<file path="src/rtl/prco_lsu.sv">
// prco_lsu: load/store and writeback stage of the PRCO core.
// Takes the ALU's ce_reg / ce_ram strobes and either writes the result to the
// register file (IDLE -> WB) or runs a req/ack RAM transaction (IDLE -> MEM -> WB).
// Optional feature macro: PRCO_LSU_TIMEOUT_EN. When it is defined, a RAM wait
// longer than TIMEOUT_CYCLES abandons the access and sets the sticky q_fault.
//
// RAM handshake: q_ram_req rises with the address, write flag and write data.
// All four are held stable until i_ram_ack is sampled high on a rising edge.
// The request drops in the cycle after that edge. i_ram_rdata is only looked
// at when i_ram_ack is high.
module prco_lsu #(
  parameter int unsigned TIMEOUT_CYCLES = 16
) (
  input  logic        i_clk,
  input  logic        i_rst_n,
  input  logic        i_ce_reg,
  input  logic        i_ce_ram,
  input  logic [4:0]  i_op,
  input  logic [15:0] i_result,
  input  logic [15:0] i_store_data,
  input  logic [2:0]  i_rd,
  output logic        q_ram_req,
  output logic        q_ram_we,
  output logic [15:0] q_ram_addr,
  output logic [15:0] q_ram_wdata,
  input  logic        i_ram_ack,
  input  logic [15:0] i_ram_rdata,
  output logic        q_reg_we,
  output logic [2:0]  q_reg_sel,
  output logic [15:0] q_reg_data,
  output logic        q_ce_fetch,
  output logic        q_busy,
  output logic        q_overrun,
  output logic        q_fault
);

  // Only SW is decoded; every other opcode on the RAM path is a read.
  localparam logic [4:0] PRCO_OP_SW = 5'd11;

  typedef enum logic [1:0] {
    ST_IDLE = 2'd0,
    ST_MEM  = 2'd1,
    ST_WB   = 2'd2
  } state_e;

  state_e      state_q, state_d;
  logic        ram_req_q, ram_req_d;
  logic        ram_we_q, ram_we_d;
  logic [15:0] ram_addr_q, ram_addr_d;
  logic [15:0] ram_wdata_q, ram_wdata_d;
  logic [2:0]  rd_q, rd_d;
  logic        reg_we_q, reg_we_d;
  logic [2:0]  reg_sel_q, reg_sel_d;
  logic [15:0] reg_data_q, reg_data_d;
  logic        ce_fetch_q, ce_fetch_d;
  logic        overrun_q, overrun_d;
`ifdef PRCO_LSU_TIMEOUT_EN
  localparam logic [7:0] TIMEOUT_LIM = TIMEOUT_CYCLES[7:0];
  logic [7:0]  cnt_q, cnt_d;
  logic        fault_q, fault_d;
`endif

  // Next-state and registered-output logic; pulses default low every cycle.
  always_comb begin
    state_d     = state_q;
    ram_req_d   = ram_req_q;
    ram_we_d    = ram_we_q;
    ram_addr_d  = ram_addr_q;
    ram_wdata_d = ram_wdata_q;
    rd_d        = rd_q;
    reg_we_d    = 1'b0;
    reg_sel_d   = reg_sel_q;
    reg_data_d  = reg_data_q;
    ce_fetch_d  = 1'b0;
    overrun_d   = overrun_q;
`ifdef PRCO_LSU_TIMEOUT_EN
    cnt_d       = cnt_q;
    fault_d     = fault_q;
`endif
    case (state_q)
      ST_IDLE: begin
        if (i_ce_ram) begin
          // RAM path wins a simultaneous strobe; the reg strobe is lost.
          state_d     = ST_MEM;
          ram_req_d   = 1'b1;
          ram_we_d    = (i_op == PRCO_OP_SW);
          ram_addr_d  = i_result;
          ram_wdata_d = i_store_data;
          rd_d        = i_rd;
          if (i_ce_reg) overrun_d = 1'b1;
`ifdef PRCO_LSU_TIMEOUT_EN
          cnt_d       = 8'd0;
`endif
        end else if (i_ce_reg) begin
          state_d    = ST_WB;
          reg_we_d   = 1'b1;
          reg_sel_d  = i_rd;
          reg_data_d = i_result;
          ce_fetch_d = 1'b1;
        end
      end
      ST_MEM: begin
        if (i_ce_reg || i_ce_ram) overrun_d = 1'b1;
        if (i_ram_ack) begin
          state_d    = ST_WB;
          ram_req_d  = 1'b0;
          ce_fetch_d = 1'b1;
          if (!ram_we_q) begin
            reg_we_d   = 1'b1;
            reg_sel_d  = rd_q;
            reg_data_d = i_ram_rdata;
          end
        end
`ifdef PRCO_LSU_TIMEOUT_EN
        else if ((cnt_q + 8'd1) == TIMEOUT_LIM) begin
          state_d    = ST_WB;
          ram_req_d  = 1'b0;
          ce_fetch_d = 1'b1;
          fault_d    = 1'b1;
        end else begin
          cnt_d = cnt_q + 8'd1;
        end
`endif
      end
      ST_WB: begin
        if (i_ce_reg || i_ce_ram) overrun_d = 1'b1;
        state_d = ST_IDLE;
      end
      default: state_d = ST_IDLE;
    endcase
  end

  // State and output registers; reset abandons any in-flight transaction.
  always_ff @(posedge i_clk or negedge i_rst_n) begin
    if (!i_rst_n) begin
      state_q     <= ST_IDLE;
      ram_req_q   <= 1'b0;
      ram_we_q    <= 1'b0;
      ram_addr_q  <= 16'h0000;
      ram_wdata_q <= 16'h0000;
      rd_q        <= 3'd0;
      reg_we_q    <= 1'b0;
      reg_sel_q   <= 3'd0;
      reg_data_q  <= 16'h0000;
      ce_fetch_q  <= 1'b0;
      overrun_q   <= 1'b0;
`ifdef PRCO_LSU_TIMEOUT_EN
      cnt_q       <= 8'd0;
      fault_q     <= 1'b0;
`endif
    end else begin
      state_q     <= state_d;
      ram_req_q   <= ram_req_d;
      ram_we_q    <= ram_we_d;
      ram_addr_q  <= ram_addr_d;
      ram_wdata_q <= ram_wdata_d;
      rd_q        <= rd_d;
      reg_we_q    <= reg_we_d;
      reg_sel_q   <= reg_sel_d;
      reg_data_q  <= reg_data_d;
      ce_fetch_q  <= ce_fetch_d;
      overrun_q   <= overrun_d;
`ifdef PRCO_LSU_TIMEOUT_EN
      cnt_q       <= cnt_d;
      fault_q     <= fault_d;
`endif
    end
  end

  assign q_ram_req   = ram_req_q;
  assign q_ram_we    = ram_we_q;
  assign q_ram_addr  = ram_addr_q;
  assign q_ram_wdata = ram_wdata_q;
  assign q_reg_we    = reg_we_q;
  assign q_reg_sel   = reg_sel_q;
  assign q_reg_data  = reg_data_q;
  assign q_ce_fetch  = ce_fetch_q;
  assign q_busy      = (state_q != ST_IDLE);
  assign q_overrun   = overrun_q;
`ifdef PRCO_LSU_TIMEOUT_EN
  assign q_fault     = fault_q;
`else
  assign q_fault     = 1'b0;
`endif

endmodule

</file>
<file path="config.mk">
export PLATFORM = sky130hd
export DESIGN_NAME = prco_lsu
export DESIGN_NICKNAME = d
export VERILOG_FILES = /design/src/rtl/prco_lsu.sv
export SDC_FILE = /design/constraint.sdc
export NUM_CORES = 1
export LEC_CHECK = 0
export CAP_MARGIN = 20
export CORE_MARGIN = 4
export CORE_UTILIZATION = 42
export DETAILED_ROUTE_END_ITERATION = 10
export GPL_ROUTABILITY_DRIVEN = 0
export GPL_TIMING_DRIVEN = 0
export HOLD_SLACK_MARGIN = 0.08
export PLACE_DENSITY = 0.87
export SKIP_LAST_GASP = 1
export SYNTH_ARGS = -nofsm -noshare
export SYNTH_HDL_FRONTEND = slang
export SYNTH_SLANG_ARGS = --single-unit
</file>
<file path="constraint.sdc">
create_clock -name i_clk -period 2.3 [get_ports i_clk]
set_input_delay 0.345 -clock i_clk [delete_from_list [all_inputs] [get_ports i_clk]]
set_output_delay 0.345 -clock i_clk [all_outputs]
set_load 0.01 [all_outputs]
</file>
* Word level (Yosys, flattened, before mapping) *
Index checks and enable logic that the tools add are counted.

storage, ports and cells
  flip-flop bits (word level) = 61
  bits of input ports = 61
  output and inout port bits = 58
  logic and storage cells = 60

cells by class
  equality and inequality tests = 10
  muxes and demuxes = 28
  reduce and logical (&&, ||, !) cells = 11

operators with widths
  cell                                                                     number
  16-bit 2-to-1 mux                                                        4
  16-bit one-hot mux with 2 select lines                                   1
  3-bit 2-to-1 mux                                                         4
  1-bit 2-to-1 mux                                                         10
  2-bit inequality test, second input constant                             5
  1-bit one-hot mux with 2 select lines                                    4
  2-bit 2-to-1 mux                                                         3
  3-bit one-hot mux with 2 select lines                                    1
  2-bit nonzero test                                                       3
  5-bit by 4-bit equality test with 1-bit output, second input constant    1
  5-bit AND reduction                                                      1
  2-bit one-hot mux with 2 select lines                                    1
  2-bit AND reduction                                                      2
  4-bit AND reduction                                                      1
  3-bit inequality test, second input constant                             1
  3-bit AND reduction                                                      1
  2-bit by 1-bit equality test with 1-bit output, second input constant    1
  2-bit equality test, second input constant                               1
  2-bit zero test                                                          1
  2-bit by 1-bit inequality test with 1-bit output, second input constant  1
  2-bit OR reduction                                                       1
  1-bit logical OR                                                         1

* Longest topological paths before layout *
Gate-level depths: netlist of run 1.

  depth in word-level cells = 4
  mapped depth = 7
  depth with buffers taken out = 5

* Worst setup path before layout of run 1 *
Ideal clock, no wire load.

  path type = reg-to-reg
  start point = reg state_q[0]
  end point = reg reg_data_q[0], in the netlist q_reg_data[0]
  library setup time = 125 ps
  arrival = 1815 ps
  required time = 2175 ps
  slack = 360 ps
  cell stages (with the launch flop) = 8
  path buffers = 2
  period minus slack after synthesis = 1940 ps
  cell sequence = dfrtp_1 inv_1 ha_1 buf_2 mux2i_1 a221oi_4 buf_8 mux2_4

on the way
  word-level cells in the longest chain between the ends = 3
  elaborated cells between the ends (all ways) = 9
  those cells by class = eq/ne: 5; mux: 1; reduce/logical: 3

RTL lines
  item                                                                               RTL line  RTL
  start: declaration                                                                 46        state_e state_q, state_d;
  start signal: assignment                                                           152       state_q <= state_d;
  2-bit by 1-bit equality test with 1-bit output or 2-bit zero test (tied branches)  80        case (state_q)
  2-bit inequality test (no line) or 2-bit nonzero test (tied branches)              --
  5-bit AND reduction (no line)                                                      --
  end signal: assignment                                                             160       reg_data_q <= reg_data_d;
  end: declaration                                                                   54        logic [15:0] reg_data_q, reg_data_d;

Several ways; a longest one is shown, not always the timed one.
A chain may end at the register's enable or synchronous reset.

* Worst setup path after layout of run 1 *
  start point = reg state_q[1]
  end point = reg reg_data_q[1], in the netlist q_reg_data[1]

The elaborated chain is that of the path after synthesis.

==> results of run 1 <==
## power breakdown
group | total (uW) | switching [uW] | internal (uW)
registers | 1860 | 252 | 1610
logic | 2950 | 1110 | 1840
clock network | 1010 | 407 | 606
## what timing repair did
action / in CTS / in global routing
setup endpoints to repair: 0 / 10
hold buffers: 1 / 0
setup buffers: 0 / 2
hold endpoints to repair: 27 / 0
## worst max-delay path: cells and delay by family (launching register included)
kind                       cells  cell delay, ns
adders and majority gates      1            0.26
DFF                            1            0.36
muxes                          2            0.68
buffers and inverters          2            0.66
## cells by family after synthesis
kind of cell | after synthesis | share of synthesized area [%]
multiplexers | 76 | 33.0
AND/OR/NAND/NOR | 11 | 2.09
buffers and inverters | 13 | 2.56
adder cells (fa/ha/maj) | 4 | 1.86
flip-flops | 61 | 56.7
AO/OA/AOI/OAI | 12 | 3.63
other | 1 | 0.139
## flip-flops by register name (all words and copies together) (netlist names)
| name | count |
|---|---|
| q_overrun | 1 |
| q_ce_fetch | 1 |
| q_reg_we | 1 |
| q_ram_req | 1 |
| q_ram_addr | 16 |
| q_reg_data | 16 |
| rd_q | 3 |
| q_reg_sel | 3 |
| state_q | 2 |
| q_ram_wdata | 16 |
| q_ram_we | 1 |
## path summary, 6_finish.rpt
kind / from / endpoint / cells past startpoint
worst max-delay path: state_q[1]$_DFFE_PN0P_ / q_reg_data[1]$_DFFE_PN0P_ / 5
worst min-delay path: q_overrun$_DFFE_PN0P_ / q_overrun$_DFFE_PN0P_ / 1
worst max register to register: state_q[1]$_DFFE_PN0P_ / q_reg_data[1]$_DFFE_PN0P_ / 5
worst min register to register: q_overrun$_DFFE_PN0P_ / q_overrun$_DFFE_PN0P_ / 1
max in group asynchronous: i_rst_n / q_ram_addr[10]$_DFFE_PN0P_ / 3
min in group asynchronous: i_rst_n / q_ram_addr[3]$_DFFE_PN0P_ / 2
## area by class of cell
type | instances | area [sq um] | area share [%]
sequential | 61 | 1530 | 36.2
timing repair buffer | 121 | 1220 | 29.0
clock inverter | 5 | 75.1 | 1.78
buffer | 9 | 53.8 | 1.28
clock buffer | 11 | 131 | 3.12
tap | 75 | 93.8 | 2.23
multi-input combinational | 104 | 1100 | 26.0
inverter | 4 | 15.0 | 0.356
## metrics by stage
stage	TNS, ns	worst slack [ns]
after global placement	-65.81	-1.07
after CTS	0	0.0289
after global routing	0	0.0916
after floorplan	0	0.360
after detailed placement	-0.539	-0.0566
final	0	0.229
## routing by layer
layer / up-vias / share of wire, % / track usage [%]
met5: - / 0 / 0
met2: 77 / 49 / 29.5
met3: 16 / 7.9 / 5.27
met4: 0 / 2.7 / 7.83
met1: 951 / 41 / 20.6
li1: 896 / - / -
## cell usage in the layout, fill, tap and decap left out
cell type and instances:
clkdlybuf4s50_1 116, nand2_1 5, clkinv_2 3, a21oi_1 4
buf_8 1, nand2b_1 3, mux2i_1 3, o2bb2ai_1 1
conb_1 1, buf_2 5, bufinv_16 2, nand4b_1 1
a31oi_1 1, buf_1 1, nor2_1 1, inv_1 4
dlygate4sd3_1 1, buf_12 2, clkbuf_8 9, a2bb2oi_1 1
dfrtp_1 61, mux2_4 10, ha_1 4, clkbuf_1 4
a221oi_4 1, o22ai_1 2, o21bai_1 1, nor2b_1 1
o31ai_1 1, mux2_2 63, buf_4 2
==> impl_metrics.env, run 1 <==
export IMPL_cp_slowest_cell="clkbuf_1"
export IMPL_die_area_sq_mm=0.00776
export IMPL_grt_pass1_vias=2131
export IMPL_cts_clk_slew_worst_paths_ns=0.07
export IMPL_antenna_found_initial=0
export IMPL_syn_area_per_cell_sq_um=15.1
export IMPL_yosysMostFrequentCell="mux2_2"
export IMPL_cp_data_arrival_time_ns=2.28
export IMPL_r2r_slack_ns=0.23
export IMPL_synth_main_ff_cell="dfrtp_1"
export IMPL_synth_seq_cells=61
export IMPL_ir_drop_mv=0.813
export IMPL_finalCriticalPeriod_ns=2.07
export IMPL_grt_total_usage_pct=17.5
export IMPL_synth_edf_count=0
export IMPL_async_reset_ff_share_pct=100
export IMPL_fillCellCount=446
export IMPL_cts_tree="built"
export IMPL_rsz0062_at_grt="no"
export IMPL_worstMarginPinSlew_ns=0.671
export IMPL_path_cells="inv_1, ha_1, clkbuf_1, mux2_2, mux2_4"
export IMPL_synth_cells=178
export IMPL_root_buffer="clkbuf_8"
export IMPL_core_rowCount=28
export IMPL_clock_sinks=61
export IMPL_drt_initial_drc_count=33
export IMPL_slew_headroom_pct=55.3
export IMPL_cp_max_fo=10
export IMPL_final_core_util_pct=69.6
export IMPL_start_kind="flip-flop"
export IMPL_synth_fp_nets=243
export IMPL_final_hold_viol_count=0
export IMPL_endpoint_kind="flip-flop"
export IMPL_fp_dieH_microns=88.1
export IMPL_core_area_sq_mm=0.00606
export IMPL_drv_cap=0
export IMPL_die_w_microns=88.1
export IMPL_dp_cells=371
export IMPL_hp_class="reg -> reg"
export IMPL_final_area_sq_mm=0.00422
export IMPL_p_leak_uw=0.00178
export IMPL_cts_buffer_depth=2
export IMPL_insertion_delay_ns=0.32
export IMPL_vias=1940
export IMPL_synth_top_cell_area_share_pct=56.7
export IMPL_place_area_sq_mm=0.00397
export IMPL_ant_nets=0
export IMPL_synth_top_cell_by_area="dfrtp_1"
export IMPL_grt_pass1_wl_microns=10200
export IMPL_final_nets=375
export IMPL_skew_ns=0.00457
export IMPL_finalPower_uw=5820
export IMPL_vias_per_cell=4.97
export IMPL_io_buffers=117
export IMPL_first_pass_iters=4
export IMPL_num_io_pins=119
export IMPL_initial_core_util_pct=44.4
export IMPL_h_tree_depth=3
export IMPL_synthTopCellsByArea="dfrtp_1, mux2_2, mux2_4"
export IMPL_syn_area_sq_mm=0.00269
export IMPL_path_class="reg -> reg"
export IMPL_synth_cell_types=25
export IMPL_yosysWarnings=0
export IMPL_drc=0
export IMPL_drive_gt1_share_pct=31.1
export IMPL_yosys_top_cells_count="mux2_2, dfrtp_1, mux2_4"
export IMPL_holdWs_ns=0.487
export IMPL_outcome="complete, no violations"
export IMPL_fin_cells=390
export IMPL_route_detailed_wl_per_inst_microns=16.5
export IMPL_grt_max_degree=35
export IMPL_grt_overflow_total=0
export IMPL_area_growth_syn_to_layout_pct=56.6
export IMPL_cts_resized=0
export IMPL_finalWirelength_microns=6420
export IMPL_powerDensity_mw_per_mm2=1380
export IMPL_fmax_mhz=483
export IMPL_cpPeakStageDelay_ns=0.53
export IMPL_n_antenna_cell=0
export IMPL_setup_violations=0
export IMPL_crit_required_ns=2.51
export IMPL_maxSlewViolCount=0
export IMPL_tritoncts_num_buffers=9
export IMPL_post_route_period_util_pct=90.0
export IMPL_hpwl_microns=4790
export IMPL_yosysSeqAreaShare_pct=56.7
(Power assumes the default switching activity.)
==> inputs of run 2 (changes only) <==
--- a/config.mk
+++ b/config.mk
@@ -6,7 +6,7 @@
 export NUM_CORES = 1
 export LEC_CHECK = 0
 export CAP_MARGIN = 20
-export CORE_MARGIN = 4
+export CORE_MARGIN = 10
 export CORE_UTILIZATION = 42
 export DETAILED_ROUTE_END_ITERATION = 10
 export GPL_ROUTABILITY_DRIVEN = 0
==> run 2 against run 1 <==
  * Combinational power about the same
  * Die area increased by 29%
  * Fmax increased by 1.4%
  * Sequential power about the same
  * Via count decreased by 2.7%
  * Critical path type is now reg -> out
  * Largest power group unchanged
  * Highest routed layer unchanged
==> impl_metrics.env, run 2 (synthesis gave the netlist of run 1 again) <==
export IMPL_outcome="complete, no violations"
export IMPL_worstMarginPinSlew_ns=0.740
export IMPL_setup_violations=0
export IMPL_vias=1887
export IMPL_ir_drop_mv=0.749
export IMPL_drv_cap=0
export IMPL_final_nets=373
export IMPL_rsz0062_at_grt="no"
export IMPL_area_growth_syn_to_layout_pct=54.5
export IMPL_holdBufCountCts=0
export IMPL_place_area_sq_mm=0.00398
export IMPL_path_class="reg -> out"
export IMPL_cpPeakStageDelay_ns=0.54
export IMPL_grt_pass1_vias=2052
export IMPL_grt_max_degree=33
export IMPL_ant_nets=0
export IMPL_start_kind="flip-flop"
export IMPL_core_rowCount=29
export IMPL_tritoncts_num_buffers=9
export IMPL_final_common_cell="clkdlybuf4s50_1"
export IMPL_post_cts_setup_buffer_count=0
export IMPL_r2r_worst_path_cells=5
export IMPL_clock_sinks=61
export IMPL_cp_slowest_cell="clkdlybuf4s50_1"
export IMPL_p_seq_share_pct=33.0
export IMPL_first_pass_iters=6
export IMPL_holdWs_ns=0.0920
export IMPL_die_area_sq_mm=0.0100
export IMPL_slew_headroom_pct=50.7
export IMPL_worst_path_stages=4
export IMPL_n_antenna_cell=0
export IMPL_final_area_sq_mm=0.00416
export IMPL_io_buffers=117
export IMPL_power_frac_clock_pct=15.0
export IMPL_path_cells="inv_1, ha_1, inv_1, clkdlybuf4s50_1"
export IMPL_cts_buffer_depth=2
export IMPL_p_switching_uw=1760
export IMPL_layout_common_cells="clkdlybuf4s50_1, mux2_2, dfrtp_1"
export IMPL_num_io_pins=119
export IMPL_grt_overflow_total=0
export IMPL_grt_total_usage_pct=13.8
export IMPL_h_tree_depth=3
export IMPL_dp_cells=373
export IMPL_finalWirelength_microns=6990
export IMPL_hpwl_microns=5570
export IMPL_drt_initial_drc_count=14
export IMPL_final_hold_viol_count=0
export IMPL_skew_ns=0.0104
export IMPL_cpMostUsedCell="inv_1"
export IMPL_drive_gt1_share_pct=30.8
export IMPL_endpoint_kind="primary output"
export IMPL_cts_tree="built"
export IMPL_vias_per_cell=4.85
export IMPL_crit_family="buffers and inverters"
export IMPL_insertion_delay_ns=0.32
export IMPL_post_route_period_util_pct=88.8
export IMPL_powerDensity_mw_per_mm2=1360
export IMPL_maxSlewViolCount=0
export IMPL_cts_clk_slew_worst_paths_ns=0.06
export IMPL_grt_pass1_wl_microns=10900
export IMPL_p_leak_uw=0.00175
export IMPL_finalCriticalPeriod_ns=2.04
export IMPL_cp_data_arrival_time_ns=1.70
export IMPL_hp_class="in -> async"
export IMPL_die_w_microns=100
export IMPL_fmax_mhz=490
export IMPL_cp_max_fo=4
export IMPL_drc=0
export IMPL_cts_resized=0
export IMPL_core_area_sq_mm=0.00628
export IMPL_initial_core_util_pct=42.9
export IMPL_fin_cells=389
export IMPL_antenna_found_initial=0
export IMPL_root_buffer="clkbuf_8"
export IMPL_crit_required_ns=1.96
export IMPL_p_sw_share_pct=31.2
export IMPL_final_core_util_pct=66.3
export IMPL_intPower_uw=3880
export IMPL_critPathBufInv=3
export IMPL_route_detailed_wl_per_inst_microns=18.0
export IMPL_fp_dieH_microns=100
export IMPL_p_comb_share_pct=52.0
-- run 2: through the flow --
stage	worst slack (ns)	TNS, ns	power (uW)
finish	0.258	0	5640
CTS	0.0104	0	5720
floorplan	0.360	0	3390
global placement	-1.08	-66.45	4770
detailed placement	-0.0766	-0.729	4860
global route	0.151	0	5990
-- run 2: worst paths after layout --
path                                        start                           to  slack [ns]
min reg2reg                 q_overrun$_DFFE_PN0P_        q_overrun$_DFFE_PN0P_        0.49
min in group i_clk          q_overrun$_DFFE_PN0P_        q_overrun$_DFFE_PN0P_        0.49
max reg2reg                state_q[1]$_DFFE_PN0P_   q_reg_data[15]$_DFFE_PN0P_        0.27
max in group asynchronous                 i_rst_n    q_reg_data[1]$_DFFE_PN0P_        1.60
max                        state_q[0]$_DFFE_PN0P_                       q_busy        0.26
min                                       i_rst_n  q_ram_wdata[12]$_DFFE_PN0P_        0.09
-- run 2: metal layers --
metal / routed length (microns) / track usage [%] / up-vias
met2: 3650 / 23.6 / 61
met4: 40 / 3.91 / 0
li1: - / - / 891
met3: 670 / 7.35 / 5
met5: 0 / 0 / -
met1: 2630 / 14.5 / 930
-- run 2: worst reg2reg max path, stage by stage, from the launching register on --
cell and delay (ns):
dfrtp_1 0.36, inv_1 0.14, ha_1 0.26, clkbuf_1 0.50, mux2_2 0.41, mux2_4 0.26
-- run 2: cell type report --
cell class	count	area, sq um
Buffer	9	53.8
Clock buffer	14	173
Clock inverter	1	5.00
Fill cell	461	2120
Inverter	4	15.0
Multi-Input combinational cell	104	1100
Sequential cell	61	1530
Tap cell	77	96.3
Timing Repair Buffer	119	1190
-- run 2: power groups by stage --
stage / Sequential [uW] / Combinational [uW] / Clock [uW]
2_1_floorplan: 2100 / 1290 / 0
3_3_place_gp: 1850 / 2920 / 0
3_5_place_dp: 1890 / 2970 / 0
4_1_cts: 1870 / 2980 / 871
5_1_grt: 1930 / 3140 / 923
6_report: 1870 / 2930 / 845
==> RTL change 1, RTL diff (settings of run 2) <==
Add a define of `PRCO_LSU_TIMEOUT_EN`.
--- a/src/rtl/prco_lsu.sv
+++ b/src/rtl/prco_lsu.sv
@@ -8,6 +8,8 @@
 // All four are held stable until i_ram_ack is sampled high on a rising edge.
 // The request drops in the cycle after that edge. i_ram_rdata is only looked
 // at when i_ram_ack is high.
+`define PRCO_LSU_TIMEOUT_EN
+
 module prco_lsu #(
   parameter int unsigned TIMEOUT_CYCLES = 16
 ) (
Check against the original RTL: same outputs for any inputs over 10 cycles, from zero or initial values and one cycle with i_rst_n low; that may be too few to reach the edited logic, so the function may still have changed.
==> RTL change 1 against run 2 <==
Critical path type is now reg -> reg. Routed wire length rose by 27%. Worst setup slack got worse by 0.031 ns. Total power rose by 1.5%. Cell count rose by 27%. Highest routed layer unchanged. Count of clock-buffer cells in the layout fell by 5. Final area rose by 10%. Area after synthesis rose by 15%. Sequential cell count rose by 9.
==> RTL change 1: results (changes against run 2) <==
[critical_path]
slowest_delay_ns = 0.44  ; -0.10 ns
cp.arrival_ns = 2.33  ; +0.63 ns
slowest_stage = clkbuf_1
crit_fanout = 10  ; +6
cp-startpoint = state_q[1]
endpoint = q_reg_data[14]

[sta]
skew_ns = 0.007150  ; -0.003269 ns
worstMarginPinSlew_ns = 0.8928  ; +0.1530 ns
fmax_ghz = 0.4824  ; -1.5%

[clocking]
cts.sinks = 70  ; +15%
postCtsResizedCells = 0  ; unchanged

[drt]
wl_met2_um = 4882  ; +34%
first_pass_iters = 4  ; -2
drt_iter0_markers = 78  ; +64
routed_via_density = 5.181  ; +6.8%
met3WireLength_um = 564  ; -16%
finalWirelength_um = 8888  ; +27%
vias = 2554  ; +35%

[global_routing]
grt_pass1_vias = 2780  ; +35%
antenna_found_initial = 0  ; unchanged
use_met2_pct = 29.59  ; +6.0 points
gr-usage-met1_pct = 16.12  ; +1.7 points
grtUsageTotal_pct = 15.99  ; +2.2 points
grt_pass1_wl_um = 14270  ; +30%

[yosys]
synth_common_cells = dfrtp_1 (70), nor2_1 (26), a21oi_1 (24), mux2i_1 (20), mux2_2 (19)
ys_seq_area_share_pct = 56.66  ; about the same
synth_area_leaders = dfrtp_1 (57%), mux2_2 (6.9%), mux2i_1 (6.5%)
synth_fp_nets = 327  ; +35%
synthDistinctLibCells = 40  ; +60%
avgSynthCellArea_sq_um = 11.76  ; -22%

[pwr]
p_sw_mw = 1.985  ; +13%
vdd_drop_max_v = 0.0006979  ; -6.8%
power_frac_clock_pct = 16.0  ; +1.0 points
pwr-share-seq_pct = 36.0  ; +3.0 points
p_leak_nw = 1.866  ; +6.3%
powerDensity_nw_per_um2 = 1252  ; -7.7%

[layout]
clkbuf_count = 9  ; -5
multi_input_cells = 171  ; +64%
finalNetCount = 455  ; +22%
multi_input_area_share_pct = 27.27  ; +0.89 points
final-nonclk-buf-share_pct = 27.30  ; -2.7 points
clockNetworkAreaShare_pct = 3.857  ; -0.41 points
seq_share_pct = 38.29  ; +1.6 points
drive_gt1_share_pct = 10.91  ; -20 points
nNonClkInverters = 7  ; +3

[placement]
dpl_cell_area_sq_um = 4394  ; +11%
dp_hpwl_um = 6827  ; +23%
place_ws_ns = 0.1083  ; +0.1850 ns
numPortBuffers = 118  ; +0.85%

[die]
core_sq_um = 7214  ; +15%

[run_status]
outcome = complete, no violations

==> RTL change 1: cell types whose count changed after synthesis, sizes merged, moves of 3 or more <==
cell,change
a21oi,+20
clkbuf,+4
dfrtp,+9
inv,+3
mux2,-38
mux2i,+17
nand2,+7
nand3,+6
nand4,+3
nor2,+25
nor3,+4
o21ai,+10
==> RTL change 1: worst min-delay path by stage <==
stage	start	to	slack (ns)
CTS	i_rst_n	q_ram_wdata[10]	0.16
finish	i_rst_n	cnt_q[7]	0.13
global route	i_rst_n	cnt_q[7]	0.19
floorplan	i_rst_n	cnt_q[0]	0.05
global placement	q_fault	q_fault	0.46
detailed placement	q_fault	q_fault	0.47
==> RTL change 1: kinds of logic (layout without fill, tap and decap cells) <==
logic type,count (synthesis),count (layout),synth area share [%]
compound gates,52,52,10.32
fa+ha+maj,3,3,1.214
buf+inv,22,153,3.076
flops,70,70,56.66
mux,55,55,19.22
simple gates,61,61,9.511
==> RTL change 2, RTL diff (settings of run 2) <==
Without the edit above. Put one more register stage on the output `q_overrun`, cleared by the reset. The value now appears one clock later. The other outputs are not delayed to match.
--- a/src/rtl/prco_lsu.sv
+++ b/src/rtl/prco_lsu.sv
@@ -176,7 +176,13 @@
   assign q_reg_data  = reg_data_q;
   assign q_ce_fetch  = ce_fetch_q;
   assign q_busy      = (state_q != ST_IDLE);
-  assign q_overrun   = overrun_q;
+  always_ff @(posedge i_clk or negedge i_rst_n) begin
+    if (!i_rst_n) begin
+      q_overrun <= '0;
+    end else begin
+      q_overrun <= overrun_q;
+    end
+  end
 `ifdef PRCO_LSU_TIMEOUT_EN
   assign q_fault     = fault_q;
 `else
Check against the original RTL: not equivalent (a bounded check fails within 4 cycles, from zero or initial values and one cycle with i_rst_n low).
==> RTL change 2 against run 2 <==
Final area hardly changed. Sequential cell count is 1 higher. Total power is 0.11% lower. Largest cell class unchanged. Combinational power hardly changed. Register-to-register slack hardly changed. Count of clock-buffer cells in the layout stayed put. Worst setup slack worse by 0.039 ns. Routed wire length is 0.64% higher. Worst hold slack better by 0.0061 ns. Critical path type unchanged. Utilization is 0.42 points lower. Largest power group unchanged. Non-clock buffer count is 1 lower. Die area is 0.74% higher. Area after synthesis is 0.93% higher. Synthesized cell count is 0.56% higher.
==> RTL change 2: results (changes against run 2) <==
[run_status]
outcome = complete, no violations

[yosys]
synth_area_leaders = dfrtp_1 (57%), mux2_2 (26%), mux2_4 (5.5%)
ys_seq_area_share_pct = 57.09  ; +0.40 points
netlist_instances = 179  ; +0.56%
synth_mux_area_share_pct = 32.73  ; -0.30 points
synth_fp_nets = 244  ; +0.41%
synth-compound-area-share_pct = 3.591  ; -0.033 points
synth_common_cells = mux2_2 (63), dfrtp_1 (62), mux2_4 (10), nand2_1 (5)
synth-adder-area-share_pct = 1.842  ; -0.017 points

[layout]
nNonClkBuffers = 127  ; -0.78%
drive_gt1_share_pct = 30.13  ; -0.64 points
fin_util_pct = 65.85  ; -0.42 points
clockNetworkAreaShare_pct = 4.032  ; -0.24 points
final-nonclk-buf-share_pct = 29.58  ; -0.40 points
multi_input_area_share_pct = 26.39  ; about the same
regArea_sq_um = 1551  ; +1.6%
fillers = 497  ; +7.8%

[drt]
met3WireLength_um = 662  ; -1.2%
wl_met2_um = 3537  ; -3.2%
avgRoutedWirePerCell_um = 18.10  ; +0.64%
top_layer_used = met4
first_pass_iters = 4  ; -2
routed_via_density = 4.954  ; +2.1%
wl_met1_um = 2758  ; +4.9%

[placement]
dp_hpwl_um = 5482  ; -1.6%
place_ws_ns = -0.04292  ; +0.03372 ns
dpl_cell_area_sq_um = 3983  ; +0.19%

[critical_path]
cp.arrival_ns = 1.74  ; +0.04 ns
slowest_delay_ns = 0.56  ; +0.02 ns
rr_startpoint = state_q[1]

[pwr]
p_leak_nw = 1.749  ; -0.33%
vdd_drop_max_v = 0.0007455  ; -0.44%
p_sw_share_pct = 31.41  ; +0.18 points
combPwrFrac_pct = 51.8  ; -0.2 points
powerSeq_mw = 1.88
p_sw_mw = 1.771  ; +0.47%

[sta]
skew_ns = 0.007367  ; -0.003052 ns
worstMarginPinSlew_ns = 0.7830  ; +0.04319 ns

[global_routing]
grt_max_degree = 63  ; +91%
grtUsageTotal_pct = 14.26  ; +0.44 points
grt_pass1_vias = 2189  ; +6.7%
grt_pass1_wl_um = 11290  ; +3.2%

[clocking]
clkLatencyLatePin_ns = 0.33
cts.sinks = 62  ; +1.6%

-- RTL change 2: cell types whose count changed after synthesis, sizes merged --
cell   delta
dfrtp     +1
-- RTL change 2: per-layer routing --
metal | vias up | GRT usage [%]
met5 | - | 0
met4 | 0 | 6.196
met3 | 8 | 7.005
met2 | 71 | 23.94
met1 | 957 | 14.77
li1 | 891 | -
-- RTL change 2: kinds of logic after synthesis --
group,after synthesis
AOI/OAI and AO/OA,12
adders and majority gates,4
buffers and inverters,13
DFF,62
muxes,76
other,1
and+or+nand+nor,11
-- RTL change 2: path summary, 6_finish.rpt --
path                            slack, ns              to  cells past startpoint
worst min register to register       0.38       q_overrun                      0
min in group i_clk                   0.38       q_overrun                      0
max in group asynchronous            1.69  q_ram_addr[15]                      1
worst max register to register       0.27  q_reg_data[12]                      5
worst max-delay path                 0.22          q_busy                      4
worst min-delay path                  0.1   q_reg_data[3]                      1
